## config.mk

```make
export PLATFORM = sky130hd
export DESIGN_NAME = param_calculator
export DESIGN_NICKNAME = d
export VERILOG_FILES = /design/src/rtl/param_calculator.sv
export SDC_FILE = /design/constraint.sdc
export NUM_CORES = 1
export LEC_CHECK = 0
export CORE_UTILIZATION = 45
export CTS_BUF_LIST = sky130_fd_sc_hd__clkbuf_4 sky130_fd_sc_hd__clkbuf_8 sky130_fd_sc_hd__clkbuf_16
export DETAILED_ROUTE_END_ITERATION = 12
export HOLD_SLACK_MARGIN = 0.12
export SETUP_SLACK_MARGIN = 0.3
export SYNTH_ARGS = -nofsm -noshare
export SYNTH_HDL_FRONTEND = slang
export SYNTH_SLANG_ARGS = --single-unit
```

## constraint.sdc

```tcl
create_clock -name Clk -period 5.26 [get_ports Clk]
set_input_delay 1.052 -clock Clk [delete_from_list [all_inputs] [get_ports Clk]]
set_output_delay 1.052 -clock Clk [all_outputs]
set_load 0.05 [all_outputs]
```

## src/rtl/param_calculator.sv

```systemverilog
// Multi-cycle unsigned calculator: add/sub in one cycle, shift-add multiply and restoring divide over WIDTH cycles.
// Optional remainder output is built only when CALC_REMAINDER_EN is defined; otherwise Rem is tied to zero.
module param_calculator #(
    parameter int WIDTH = 16
) (
    input  logic             Clk,
    input  logic             Reset,
    input  logic             SCEN,
    input  logic             ButU,
    input  logic             ButD,
    input  logic             ButR,
    input  logic             ButL,
    input  logic [WIDTH-1:0] In,
    output logic [WIDTH-1:0] C,
    output logic [WIDTH-1:0] Rem,
    output logic             Flag,
    output logic             Busy,
    output logic             Done,
    output logic [6:0]       State
);

    localparam int CNT_W = $clog2(WIDTH);

    localparam logic [6:0] S_INITIAL = 7'b0000001;
    localparam logic [6:0] S_GET_A   = 7'b0000010;
    localparam logic [6:0] S_GET_B   = 7'b0000100;
    localparam logic [6:0] S_GET_OP  = 7'b0001000;
    localparam logic [6:0] S_COMPUTE = 7'b0010000;
    localparam logic [6:0] S_ERR     = 7'b0100000;
    localparam logic [6:0] S_DONE    = 7'b1000000;

    localparam logic [1:0] OP_ADD = 2'd0;
    localparam logic [1:0] OP_SUB = 2'd1;
    localparam logic [1:0] OP_MUL = 2'd2;
    localparam logic [1:0] OP_DIV = 2'd3;

    localparam logic [CNT_W-1:0] CNT_LAST = CNT_W'(WIDTH - 1);
    localparam logic [CNT_W-1:0] CNT_ONE  = CNT_W'(1);

    logic [6:0]         state_r;
    logic [6:0]         next_state_s;
    logic [1:0]         op_sel_s;
    logic [1:0]         op_r;
    logic [WIDTH-1:0]   a_r;
    logic [WIDTH-1:0]   b_r;
    logic [CNT_W-1:0]   cnt_r;
    logic [2*WIDTH-1:0] prod_r;
    logic [WIDTH-1:0]   rw_r;
    logic [WIDTH-1:0]   quo_r;
    logic [WIDTH-1:0]   c_r;
    logic               flag_r;

    logic               last_s;
    logic               enter_compute_s;
    logic [WIDTH:0]     sum_s;
    logic [2*WIDTH-1:0] prod_next_s;
    logic [WIDTH:0]     rw_shift_s;
    logic               ge_s;
    logic [WIDTH-1:0]   rw_next_s;
    logic [WIDTH-1:0]   quo_next_s;

    // State register
    always_ff @(posedge Clk or posedge Reset) begin
        if (Reset) begin
            state_r <= S_INITIAL;
        end else begin
            state_r <= next_state_s;
        end
    end

    // Button priority decode: U (mul) > D (div) > R (add) > L (sub)
    always_comb begin
        op_sel_s = OP_SUB;
        if (ButU) begin
            op_sel_s = OP_MUL;
        end else if (ButD) begin
            op_sel_s = OP_DIV;
        end else if (ButR) begin
            op_sel_s = OP_ADD;
        end else begin
            op_sel_s = OP_SUB;
        end
    end

    // Next-state logic
    always_comb begin
        next_state_s = state_r;
        case (state_r)
            S_INITIAL: next_state_s = SCEN ? S_GET_A : S_INITIAL;
            S_GET_A:   next_state_s = SCEN ? S_GET_B : S_GET_A;
            S_GET_B:   next_state_s = SCEN ? S_GET_OP : S_GET_B;
            S_GET_OP: begin
                if (ButU) begin
                    next_state_s = S_COMPUTE;
                end else if (ButD) begin
                    next_state_s = (b_r == {WIDTH{1'b0}}) ? S_ERR : S_COMPUTE;
                end else if (ButR || ButL) begin
                    next_state_s = S_COMPUTE;
                end else begin
                    next_state_s = S_GET_OP;
                end
            end
            S_COMPUTE: begin
                if ((op_r == OP_ADD) || (op_r == OP_SUB)) begin
                    next_state_s = S_DONE;
                end else if (last_s) begin
                    next_state_s = S_DONE;
                end else begin
                    next_state_s = S_COMPUTE;
                end
            end
            S_DONE:    next_state_s = SCEN ? S_INITIAL : S_DONE;
            S_ERR:     next_state_s = SCEN ? S_INITIAL : S_ERR;
            default:   next_state_s = S_INITIAL;
        endcase
    end

    // State-derived outputs; all are decodes of the registered one-hot state
    always_comb begin
        State = state_r;
        Busy  = (state_r == S_COMPUTE);
        Done  = (state_r == S_DONE);
    end

    // Per-iteration arithmetic for all four operations
    always_comb begin
        last_s          = (cnt_r == CNT_LAST);
        enter_compute_s = (state_r == S_GET_OP) && (next_state_s == S_COMPUTE);
        sum_s           = {1'b0, a_r} + {1'b0, b_r};
        prod_next_s     = prod_r;
        if (b_r[cnt_r]) begin
            prod_next_s = prod_r + ({{WIDTH{1'b0}}, a_r} << cnt_r);
        end else begin
            prod_next_s = prod_r;
        end
        // Partial remainder never exceeds 2*B-1, so one extra bit is enough for the compare
        rw_shift_s = {rw_r, quo_r[WIDTH-1]};
        ge_s       = (rw_shift_s >= {1'b0, b_r});
        if (ge_s) begin
            rw_next_s = rw_shift_s[WIDTH-1:0] - b_r;
        end else begin
            rw_next_s = rw_shift_s[WIDTH-1:0];
        end
        quo_next_s = {quo_r[WIDTH-2:0], ge_s};
    end

    // Operand capture, iterative datapath and result registers
    always_ff @(posedge Clk or posedge Reset) begin
        if (Reset) begin
            a_r    <= {WIDTH{1'b0}};
            b_r    <= {WIDTH{1'b0}};
            op_r   <= OP_ADD;
            cnt_r  <= {CNT_W{1'b0}};
            prod_r <= {(2*WIDTH){1'b0}};
            rw_r   <= {WIDTH{1'b0}};
            quo_r  <= {WIDTH{1'b0}};
            c_r    <= {WIDTH{1'b0}};
            flag_r <= 1'b0;
        end else begin
            case (state_r)
                S_GET_A: if (SCEN) a_r <= In;
                S_GET_B: if (SCEN) b_r <= In;
                S_GET_OP: begin
                    if (enter_compute_s) begin
                        op_r   <= op_sel_s;
                        cnt_r  <= {CNT_W{1'b0}};
                        prod_r <= {(2*WIDTH){1'b0}};
                        rw_r   <= {WIDTH{1'b0}};
                        quo_r  <= a_r;
                        c_r    <= {WIDTH{1'b0}};
                        flag_r <= 1'b0;
                    end
                end
                S_COMPUTE: begin
                    case (op_r)
                        OP_ADD: begin
                            c_r    <= sum_s[WIDTH-1:0];
                            flag_r <= sum_s[WIDTH];
                        end
                        OP_SUB: begin
                            c_r    <= a_r - b_r;
                            flag_r <= (a_r < b_r);
                        end
                        OP_MUL: begin
                            prod_r <= prod_next_s;
                            if (last_s) begin
                                c_r    <= prod_next_s[WIDTH-1:0];
                                flag_r <= |prod_next_s[2*WIDTH-1:WIDTH];
                            end
                        end
                        OP_DIV: begin
                            rw_r  <= rw_next_s;
                            quo_r <= quo_next_s;
                            if (last_s) begin
                                c_r    <= quo_next_s;
                                flag_r <= 1'b0;
                            end
                        end
                        default: ;
                    endcase
                    cnt_r <= (next_state_s == S_COMPUTE) ? (cnt_r + CNT_ONE) : {CNT_W{1'b0}};
                end
                default: ;
            endcase
        end
    end

    assign C    = c_r;
    assign Flag = flag_r;

`ifdef CALC_REMAINDER_EN
    logic [WIDTH-1:0] rem_r;

    // Remainder register: cleared on COMPUTE entry, loaded on the final divide iteration
    always_ff @(posedge Clk or posedge Reset) begin
        if (Reset) begin
            rem_r <= {WIDTH{1'b0}};
        end else if (enter_compute_s) begin
            rem_r <= {WIDTH{1'b0}};
        end else if ((state_r == S_COMPUTE) && (op_r == OP_DIV) && last_s) begin
            rem_r <= rw_next_s;
        end else begin
            rem_r <= rem_r;
        end
    end

    assign Rem = rem_r;
`else
    assign Rem = {WIDTH{1'b0}};
`endif

endmodule

```

==> results.toml <==
[sta]
finalSetupTns_ns = 0
skew_ns = 0.0120
rsz0062_at_grt = "false"
setup_viol = 0
relSlewSlack_pct = 22.0
post-route-period-util_pct = 84.1
tightest_slew_ns = 1.16
period_minus_slack_ns = 4.42
fmax_ghz = 0.226
worst_slack_ns = 0.839
finalHoldViolations = 0
drv_slew = 0

[setup_path]
critPathLaunchType = "register"
crit_path_end_kind = "register"
crit_fanout = 15
critPathArrivalTime_ns = 4.74
required_ns = 5.57
worstSetupPathType = "reg2reg"

[synthesis]
synth_ff_type = "dfrtp_1"
ys_ff_latch = 126
yosysUniqueCellTypes = 95
ys_top_cells_by_area = "dfrtp_1, ha_1, nand2_1, mux2_2, o21ai_0"
yosysWarnings = 0
netlist_area_sq_mm = 0.0109
synthArstFlopShare_pct = 100
seq_area_frac_synth_pct = 28.9
synth_edf_count = 0
netlist.area_leader.share_pct = 28.6
syn_area_per_cell_sq_um = 8.64
synth_area_leader_cell = "dfrtp_1"
synthCells = 1265

[worst_hold_path]
hp-class = "reg2reg"

[layout]
n_fill_cell = 2273
nets = 1389
regArea_sq_mm = 0.00316
area_growth_syn_to_layout_pct = 11.0
fin_area_sq_mm = 0.0121
layout-drive-gt1-share_pct = 12.0
multi_input_area_sq_mm = 0.00717
n_antenna_cell = 0

[drt]
routed-via-count = 9581
route.detailed.drc = 0
firstDrtPassIters = 5
drtIter0Drc = 698
vias_per_cell = 5.94
drt-total-wl_mm = 33.5
wire_per_inst_um = 20.7
detail-route-antenna-nets = 0

[clock_network]
holdBufCountCts = 0
cts_tree = "yes"
cts_resized = 0
cts_buffers = 17
clk_pin_slew_ns = 0.07
clk_latency_ns = 0.44
cts_buffer_depth = 2
cts.sink_count = 126
post_cts_buffers = 0
ctsRootBufferMaster = "clkbuf_16"
htreeDepth = 4

[placed_design]
place_hpwl_mm = 25.4
io_buffers = 48
placed_cell_area_sq_mm = 0.0115
gp_congestion = 0.928
dp_slack_ns = 0.661

[floorplanning]
die_area_sq_mm = 0.0249
die_x_um = 158
die_h_um = 158
rows = 56
start_util_pct = 46.3
pin_count = 65
design.core.area_sq_mm = 0.0236

[global_route]
overflow = 0
antenna_found_initial = 0
grt_pass1_vias = 9082
grt_pass1_wl_mm = 52.6
grt_max_degree = 97
grt_use_total_pct = 28.2

[pwr]
peakVddDrop_v = 0.000385
p_leak_uw = 0.00534
power.density_mw_per_mm2 = 756

[flow_run]
maxCapViolCount = 0

[outcome]
status = "finished clean"
==> layer usage <==
metal / global-route usage, % / vias up / wire (um)
li1: - / 4602 / -
met2: 45.1 / 304 / 15300
met4: 10.3 / 0 / 1120
met5: 0 / - / 0
met3: 4.24 / 58 / 1770
met1: 38.3 / 4617 / 15300
==> area by class of cell <==
cell class                 instances  area share, %
sequential                       126           26.0
tap                              319           3.29
clock buffer                      17           3.51
multi-input combinational       1021           59.1
inverter                          49           1.56
timing repair buffer              67           5.14
clock inverter                    15           1.40
==> cell families after synthesis <==
group                    Yosys count  synth area share (%)
AND/OR/NAND/NOR                  411                  17.9
flip-flops                       126                  28.9
multiplexers                      89                  10.1
adder cells (fa/ha/maj)           84                  9.89
other                              1                0.0343
AO/OA/AOI/OAI                    361                  22.4
XOR/XNOR                          60                  4.81
buffers and inverters            133                  6.02
==> where the power goes <==
group | total [uW] | switching (uW) | internal (uW)
combinational | 6230 | 3710 | 2510
sequential | 1710 | 488 | 1230
clock | 1230 | 553 | 679
total | 9170 | 4750 | 4420
==> registers in the layout, summed over array words and instances (netlist names) <==
register	cells
b_r	16
State	7
rw_r	16
prod_r	32
cnt_r	4
op_r	2
Flag	1
C	16
quo_r	16
a_r	16
==> through the flow <==
stage	instances	utilization (%)	power, uW	hold slack [ns]
global route	1614	51.4	9880	0.505
detailed placement	1582	48.9	7840	0.470
global placement	1582	48.9	7810	0.467
finish	1614	51.4	9170	0.484
floorplan	1280	-	6470	0.466
CTS	1614	51.4	9100	0.486
==> layout by cell type, fill, tap and decap left out, types with 17 or more instances in the layout <==
master,synthesis,routed
a21oi_1,86,86
a22o_1,18,18
buf_4,18,19
clkbuf_16,0,17
clkdlybuf4s50_1,0,48
dfrtp_1,125,123
ha_1,80,80
inv_1,45,44
mux2_2,41,41
mux2i_1,35,35
nand2_1,145,145
nand3_1,38,38
nor2_1,100,100
nor2b_1,22,22
nor3_1,26,26
o21ai_0,87,87
o21ai_1,25,25
xnor2_1,41,41
xor2_1,19,19
==> cells in the mapped netlist, types with 5 or more instances <==
master    count
nand4_1       9
a21o_1       12
xnor2_1      41
buf_4        18
mux4_2       13
nor2b_1      22
and2_1       10
nor3_1       26
dfrtp_1     125
o22ai_1       8
a211oi_1     10
a31oi_1      12
nand2b_1     15
mux2_2       41
o21a_1        9
a22o_1       18
and3_1        6
mux2i_1      35
inv_1        45
a22oi_1       5
o21ai_1      25
o21ai_0      87
a21oi_1      86
clkbuf_1     36
ha_1         80
nor4_1        7
nand2_1     145
o221ai_1      7
buf_6         5
a221o_1       5
or3_1         6
xor2_1       19
or2_2         5
buf_2        20
o211ai_1      6
nor2_1      100
o31ai_1       5
nand3_1      38
==> final timing paths <==
path | startpoint | endpoint | slack, ns | cells after the start
max in group asynchronous | Reset | prod_r[8]$_DFFE_PP0P_ | 3.12 | 3
worst min-delay path | C[9]$_DFFE_PP0P_ | C[9]$_DFFE_PP0P_ | 0.48 | 2
worst min register to register | C[9]$_DFFE_PP0P_ | C[9]$_DFFE_PP0P_ | 0.48 | 2
worst max register to register | cnt_r[1]$_DFFE_PP0P_ | C[15]$_DFFE_PP0P_ | 0.84 | 16
worst max-delay path | cnt_r[1]$_DFFE_PP0P_ | C[15]$_DFFE_PP0P_ | 0.84 | 16
min in group asynchronous | Reset | State[1]$_DFF_PP0_ | 1.18 | 2
==> worst max-delay path: stages, from the launching register on <==
cell,delay (ns)
dfrtp_2,0.56
mux2_2,0.40
o21ai_0,0.36
nor2_1,0.07
a21oi_1,0.24
nor2_1,0.11
ha_1,0.51
a31oi_1,0.13
a31oi_1,0.28
o21ai_2,0.15
o31ai_2,0.40
a31oi_1,0.16
xnor2_1,0.25
nor2_1,0.08
nor2_2,0.14
o22ai_1,0.09
o41ai_1,0.36
Note: power is estimated with default switching activity, not from simulation.
